File: src/rtl/axi_wr_fifo_push.sv
// AXI4 write-channel ingress: accepts AW/W handshakes, pushes W beats immediately and
// commits the AW descriptor on the final beat so the pop side never sees an AW without its data.
//
// state | meaning
// IDLE  | waiting for an AW handshake; W held off
// DATA  | descriptor latched; accepting W beats until the final one
module axi_wr_fifo_push #(
    parameter int ID_WIDTH       = 4,
    parameter int ADDR_WIDTH     = 64,
    parameter int DATA_WIDTH     = 256,
    parameter int LEN_WIDTH      = 8,
    parameter int AWUSER_WIDTH   = 2,
    localparam int STRB_WIDTH     = DATA_WIDTH / 8,
    localparam int AW_ENTRY_WIDTH = ID_WIDTH + ADDR_WIDTH + LEN_WIDTH + 3 + 2 + AWUSER_WIDTH + STRB_WIDTH
) (
    input  logic                      CLK,
    input  logic                      ARESET,
    input  logic                      AWVALID,
    output logic                      AWREADY,
    input  logic [ID_WIDTH-1:0]       AWID,
    input  logic [ADDR_WIDTH-1:0]     AWADDR,
    input  logic [LEN_WIDTH-1:0]      AWLEN,
    input  logic [2:0]                AWSIZE,
    input  logic [1:0]                AWBURST,
    input  logic [AWUSER_WIDTH-1:0]   AWUSER,
    input  logic                      WVALID,
    output logic                      WREADY,
    input  logic [DATA_WIDTH-1:0]     WDATA,
    input  logic [STRB_WIDTH-1:0]     WSTRB,
    input  logic                      WLAST,
    output logic                      aw_fifo_wr_en,
    output logic [AW_ENTRY_WIDTH-1:0] aw_fifo_wr_data,
    input  logic                      aw_fifo_full,
    output logic                      w_fifo_wr_en,
    output logic [DATA_WIDTH-1:0]     w_fifo_wr_data,
    input  logic                      w_fifo_full,
    output logic                      wlast_err
);

    typedef enum logic {IDLE, DATA} state_t;

    state_t                  state_q, state_d;
    logic [LEN_WIDTH-1:0]    beat_cnt_q, beat_cnt_d;
    logic                    first_seen_q, first_seen_d;
    logic [ID_WIDTH-1:0]     id_q, id_d;
    logic [ADDR_WIDTH-1:0]   addr_q, addr_d;
    logic [LEN_WIDTH-1:0]    len_q, len_d;
    logic [2:0]              size_q, size_d;
    logic [1:0]              burst_q, burst_d;
    logic [AWUSER_WIDTH-1:0] user_q, user_d;
    logic [STRB_WIDTH-1:0]   strb_q, strb_d;

    logic last_by_cnt;
    logic commit_try;

    always_comb begin
        state_d         = state_q;
        beat_cnt_d      = beat_cnt_q;
        first_seen_d    = first_seen_q;
        id_d            = id_q;
        addr_d          = addr_q;
        len_d           = len_q;
        size_d          = size_q;
        burst_d         = burst_q;
        user_d          = user_q;
        strb_d          = strb_q;
        AWREADY         = 1'b0;
        WREADY          = 1'b0;
        aw_fifo_wr_en   = 1'b0;
        aw_fifo_wr_data = '0;
        w_fifo_wr_en    = 1'b0;
        w_fifo_wr_data  = '0;
        wlast_err       = 1'b0;
        last_by_cnt     = (beat_cnt_q == len_q);
        commit_try      = 1'b0;

        // Outputs are forced low for the whole reset cycle, not just after the edge.
        if (!ARESET) begin
            case (state_q)
                IDLE: begin
                    AWREADY = !aw_fifo_full;
                    if (AWVALID && !aw_fifo_full) begin
                        id_d         = AWID;
                        addr_d       = AWADDR;
                        len_d        = AWLEN;
                        size_d       = AWSIZE;
                        burst_d      = AWBURST;
                        user_d       = AWUSER;
                        beat_cnt_d   = '0;
                        first_seen_d = 1'b0;
                        state_d      = DATA;
                    end
                end
                DATA: begin
                    WREADY          = !w_fifo_full;
                    w_fifo_wr_data  = WDATA;
                    // LEN field is the beats actually taken minus one, which equals AWLEN unless WLAST came early.
                    aw_fifo_wr_data = {id_q, addr_q, beat_cnt_q, size_q, burst_q, user_q,
                                       first_seen_q ? strb_q : WSTRB};
                    if (WVALID && !w_fifo_full) begin
                        w_fifo_wr_en = 1'b1;
                        if (!first_seen_q) begin
                            strb_d       = WSTRB;
                            first_seen_d = 1'b1;
                        end
                        if (last_by_cnt || WLAST) begin
                            commit_try    = 1'b1;
                            aw_fifo_wr_en = !aw_fifo_full;
                            wlast_err     = (last_by_cnt != WLAST);
                            state_d       = IDLE;
                        end else begin
                            beat_cnt_d = beat_cnt_q + LEN_WIDTH'(1);
                        end
                    end
                end
                default: state_d = IDLE;
            endcase
        end
    end

    always_ff @(posedge CLK) begin
        if (ARESET) begin
            state_q      <= IDLE;
            beat_cnt_q   <= '0;
            first_seen_q <= 1'b0;
            id_q         <= '0;
            addr_q       <= '0;
            len_q        <= '0;
            size_q       <= '0;
            burst_q      <= '0;
            user_q       <= '0;
            strb_q       <= '0;
        end else begin
            state_q      <= state_d;
            beat_cnt_q   <= beat_cnt_d;
            first_seen_q <= first_seen_d;
            id_q         <= id_d;
            addr_q       <= addr_d;
            len_q        <= len_d;
            size_q       <= size_d;
            burst_q      <= burst_d;
            user_q       <= user_d;
            strb_q       <= strb_d;
        end
    end

    // Fullness was checked at AW acceptance; a full AW FIFO at commit means another pusher exists.
    a_aw_not_full_at_commit: assert property (@(posedge CLK) disable iff (ARESET)
        commit_try |-> !aw_fifo_full);

endmodule

File: config.mk
export PLATFORM = sky130hd
export DESIGN_NAME = axi_wr_fifo_push
export DESIGN_NICKNAME = d
export VERILOG_FILES = /design/src/rtl/axi_wr_fifo_push.sv
export SDC_FILE = /design/constraint.sdc
export NUM_CORES = 1
export LEC_CHECK = 0
export ABC_AREA = 0
export CAP_MARGIN = 20
export CORE_AREA = 5 5 289 291
export CTS_BUF_LIST = sky130_fd_sc_hd__clkbuf_2
export DETAILED_ROUTE_END_ITERATION = 16
export DIE_AREA = 0 0 294 296
export PLACE_DENSITY = 0.4
export REMOVE_ABC_BUFFERS = 1
export SYNTH_ARGS = -nofsm -noshare
export SYNTH_HDL_FRONTEND = slang
export SYNTH_SLANG_ARGS = --single-unit
File: constraint.sdc
create_clock -name CLK -period 2.25 [get_ports CLK]
set_input_delay 0.45 -clock CLK [delete_from_list [all_inputs] [get_ports CLK]]
set_output_delay 0.45 -clock CLK [all_outputs]
set_load 0.05 [all_outputs]
### Yosys cells after proc, flatten, opt, wreduce, memory -nomap -nowiden

Index checks and enable logic that the tools add are counted.
W data, S select, Z words.

| storage, ports and cells | value |
|---|---|
| bits in registers | 125 |
| input bits | 378 |
| output and inout port bits | 376 |
| word-level logic and storage cells | 57 |

| cells by class | value |
|---|---|
| add/sub/neg operators | 1 |
| equality and inequality tests | 5 |
| mux-type cells | 31 |
| bitwise logic cells | 1 |
| reductions and logical operators | 9 |

Operator list:

| operator | number |
|---|---|
| $mux W256 | 2 |
| $mux W115 | 2 |
| $mux W32 | 1 |
| $mux W8 | 3 |
| $mux W1 | 20 |
| $pmux W8 S2 | 1 |
| $add A8 B1 Y8 const B | 1 |
| $eq A8 B8 Y1 | 1 |
| $reduce_and A2 Y1 | 3 |
| $ne A2 B2 Y1 const B | 2 |
| $pmux W1 S2 | 2 |
| $reduce_and A3 Y1 | 1 |
| $logic_and A1 B1 Y1 | 2 |
| $logic_not A1 Y1 | 2 |
| $ne A2 B1 Y1 const B | 1 |
| $logic_or A1 B1 Y1 | 1 |
| $ne A1 B1 Y1 | 1 |
| $not A1 Y1 | 1 |

### Longest topological paths before layout

| logic depth | value |
|---|---|
| depth after elaboration | 6 |
| mapped depth | 8 |
| depth with buffers taken out | 7 |

### Worst setup path after synthesis

No wires, ideal clock.

| path | value |
|---|---|
| path kind | reg2out |
| start point | register beat_cnt_q[2] |
| end point | output aw_fifo_wr_en |
| arrival time | 2.659 ns |
| required time | 1.800 ns |
| slack | -0.859 ns |
| stages on the path, launching flop included | 7 |
| buffers on the path | 1 |
| cells stage by stage | dfxtp_1 clkbuf_1 xor2_1 nor4_1 nand2_1 ha_1 nor4_1 |

| on the way | value |
|---|---|
| longest elaborated chain between the ends | 6 |

Ends and longest elaborated chain:

| what | RTL line | RTL |
|---|---|---|
| start: declaration | 43 | `logic [LEN_WIDTH-1:0] beat_cnt_q, beat_cnt_d;` |
| start signal: assignment | 135 | `beat_cnt_q <= beat_cnt_d;` |
| $eq A8 B8 Y1 | 74 | `last_by_cnt = (beat_cnt_q == len_q);` |
| $logic_or A1 B1 Y1 | 106 | `if (last_by_cnt \|\| WLAST) begin` |
| $mux W1 | 106 |  |
| $mux W1 | 100 | `if (WVALID && !w_fifo_full) begin` |
| $mux W1 | 79 | `case (state_q)` |
| $mux W1 | 78 | `if (!ARESET) begin` |
| end: declaration | 31 | `output logic aw_fifo_wr_en,` |

Every way passes these cells.

### Worst setup path after layout

| path | value |
|---|---|
| start point | register len_q[7] |
| end point | output aw_fifo_wr_en |

| on the way | value |
|---|---|
| longest elaborated chain between the ends | 6 |

Ends and longest elaborated chain:

| what | RTL line | RTL |
|---|---|---|
| start: declaration | 47 | `logic [LEN_WIDTH-1:0] len_q, len_d;` |
| start signal: assignment | 139 | `len_q <= len_d;` |
| $eq A8 B8 Y1 | 74 |  |
| $logic_or A1 B1 Y1 | 106 |  |
| $mux W1 | 106 |  |
| $mux W1 | 100 |  |
| $mux W1 | 79 |  |
| $mux W1 | 78 |  |

Every way passes these cells.

==> flow_summary.yaml <==
route:
  ant_nets: 0
  drc: 0
  drt_iter0_markers: 432
  wl_mm: 91.5
  dr.pass1.iters: 5
  via_per_inst: 3.73
  wl_per_cell_um: 29.9
  vias: 11400
pwr:
  power_switching_mw: 2.67
  p_sw_frac: 0.365
  p_int_mw: 4.66
  p_clk_frac: 0.220
  p_seq_frac: 0.321
  vdd_ir_drop_max_mv: 0.327
  p_leak_nw: 9.47
  power_density_nw_per_um2: 299
  p_comb_frac: 0.459
floorplan:
  dieHeight_um: 296
  num_rows: 104
  start_util: 0.0916
  ios: 754
  die_x_um: 294
  dieArea_um2: 87000
  core_area_um2: 80300
clock_network:
  clock_sink_count: 125
  cts_tree: "yes"
  clock_path_buffers: 2
  cts.reportedPaths.clkPinSlew_ns: 0.22
  clock_latency_ns: 0.93
  numCtsBuffers: 17
  clockRootBuffer: "clkbuf_2"
  ctsHtreeMaxLevel: 4
critical_path:
  critPathSlowestCell: "dfxtp_2"
  cp_data_required_time_ns: 1.80
  crit_start: "len_q[7]$_SDFFE_PP0P_"
  crit_type: "flop to output port"
  cp_num_buf_inv: 2
  r2r-start: "state_q$_SDFF_PP0_"
  cp-start-kind: "flop"
  critPathMaxFanout: 2
  slowest_delay_ns: 0.38
  r2r_setup_slack_ns: -0.18
  worstPathCellList: "xor2_1 > nor4_2 > nand2_1 > ha_4 > nor4_4 > buf_4 > buf_12"
  end_kind: "output port"
  path_delay_family: "simple AND/OR/NAND/NOR gates"
  critPathArrivalTime_ns: 2.51
layout:
  nets: 2348
  multi_input_area_um2: 5710
  nFillCells: 8176
  design_area_um2: 24500
  syn2layout_area_growth_pct: 234
  register_area_um2: 2510
  drive_above_1_share: 0.478
sta:
  rsz0062_at_grt: "true"
  period_needed_ns: 2.96
  setup_violations: 377
  finalClockSkew_ns: 0.0556
  fin_crit_sh: 1.32
  finalHoldViolations: 0
  setup_slack_ns: -0.713
  relSlewSlack: 0.402
  slew_violations: 0
  clock.fmax_ghz: 0.338
  hold-worst-slack_ns: 0.250
  tightestPinTransition_ns: 0.897
yosys:
  yosysWarnings: 0
  synthTopCellsByArea: "dfxtp_1 (34%), and2_1 (29%), nand2_1 (12%)"
  yosysUniqueCellTypes: 29
  synth_top_family_by_area: "simple AND/OR/NAND/NOR gates"
  syn_area_per_cell_um2: 7.13
  synth_most_common_cell: "and2_1"
  synth_mux_area_frac: 0.0517
  seq_area_frac_synth: 0.340
  synth_fa_ha_area_frac: 0.00340
  synth_compound_area_frac: 0.0893
  synth_flop_cell: "dfxtp_1"
  syn-instance-count: 1032
  synth_area_um2: 7360
  ys_top_cells_by_count: "and2_1 (340), nand2_1 (232), dfxtp_1 (125)"
  async_flop_share: 0
  yosys.area_share.simple: 0.453
  synth-xor-area-share: 0.00953
  ys_seq_elements: 125
  synth_edf_count: 0
  yosysTopAreaCell: "dfxtp_1"
  netlist.area_leader.share: 0.340
worst_hold_path:
  hold_class: "primary input to flop"
  hold_start: "AWADDR[8]"
run_status:
  status: "finished with violations"
  violations: "negative setup slack"
place:
  hpwl_mm: 71.8
  io_buffers: 753
  gp_congestion: 0.899
  place_area_um2: 19800
run:
  maxCapViolations: 0
global_route:
  grt.total_usage: 0.199
  grt_overflow_total: 0
  grt_pass1_wl_mm: 117
  grt_pass1_vias: 12100
  antenna_found_initial: 47
  grt_max_degree: 71
## metrics by stage
stage / worst slack [ns] / utilization / instances / power (mW) / setup TNS (ns)
finish: -0.713 / 0.306 / 3054 / 7.33 / -196.72
floorplan: -6.51 / - / 942 / 3.25 / -2354.99
CTS: -0.976 / 0.304 / 3047 / 7.49 / -297.50
global placement: -0.149 / 0.246 / 2799 / 4.97 / -0.149
global route: -0.979 / 0.305 / 3047 / 7.67 / -282.57
detailed placement: -0.0385 / 0.246 / 2799 / 4.97 / -0.0385
## cells in the final DEF, fill, tap and decap left out, drive strengths merged
cell	instances
a211oi	3
a21oi	121
a31o	1
and2	340
buf	512
bufinv	2
clkbuf	23
clkdlybuf4s50	376
clkinv	7
clkinvlp	1
dfxtp	125
diode	14
dlygate4sd3	114
ha	2
inv	7
mux2i	38
nand2	232
nand2b	2
nand3	12
nand4	1
nand4b	1
nand4bb	1
nor2	34
nor2b	1
nor3	1
nor3b	1
nor4	3
nor4bb	1
o21ai	1
or2	2
or3	6
or3b	1
xor2	8
## final cells by class
cell class	instances	share of cell area
Timing Repair Buffer	1007	0.599
Antenna cell	14	0.00143
Inverter	4	0.000612
Clock inverter	13	0.00581
Multi-Input combinational cell	813	0.233
Clock buffer	18	0.00367
Sequential cell	125	0.102
Tap cell	1060	0.0541
## sequential cells by signal, indices dropped and copies added, names as in the netlist
signal and cells:
addr_q 64, strb_q 32, beat_cnt_q 8, len_q 8
id_q 4, size_q 3, burst_q 2, user_q 2
first_seen_q 1, state_q 1
## worst paths after layout
check / cells past startpoint / endpoint
worst max-delay path: 7 / aw_fifo_wr_en
worst min-delay path: 3 / addr_q[8]$_SDFFE_PP0P_
worst max register to register: 11 / len_q[7]$_SDFFE_PP0P_
worst min register to register: 2 / addr_q[2]$_SDFFE_PP0P_
## metal layers
layer | routed length [um] | global-route usage
met4 | 2120 | 0.0445
met1 | 33200 | 0.214
met2 | 45100 | 0.345
met3 | 10900 | 0.110
met5 | 82 | 0
## power by group through the flow
| stage | combinational [mW] | sequential (mW) | clock [mW] |
|---|---|---|---|
| final | 3.36 | 2.35 | 1.61 |
| after global routing | 3.51 | 2.36 | 1.80 |
| after CTS | 3.39 | 2.35 | 1.74 |
| after detailed placement | 2.58 | 2.39 | 0 |
| after global placement | 2.58 | 2.39 | 0 |
| after floorplan | 0.872 | 2.38 | 0 |
## tightest hold or removal path: stages
cell	delay (ns)
clkdlybuf4s50_1	0.50
nand2_1	0.11
a21oi_1	0.06
## repair_timing
action,CTS,global route
hold buffers,114,0
hold endpoints to repair,114,0
endpoints found under the setup margin,376,376
gates cloned,41,5
pin swaps,237,64
buffers inserted,62,22
gates resized for setup,484,137
## logic make-up (layout without fill, tap and decap cells)
group                      count (synthesis)  after routing
buffers and inverters                     94           1042
DFF                                      125            125
adders and majority gates                  2              2
muxes                                     38             38
other                                      0             14
xor gates and xnor gates                   8              8
AOI/OAI and AO/OA                        126            126
and+or+nand+nor                          639            639
Power figures use the tool's default switching activity.
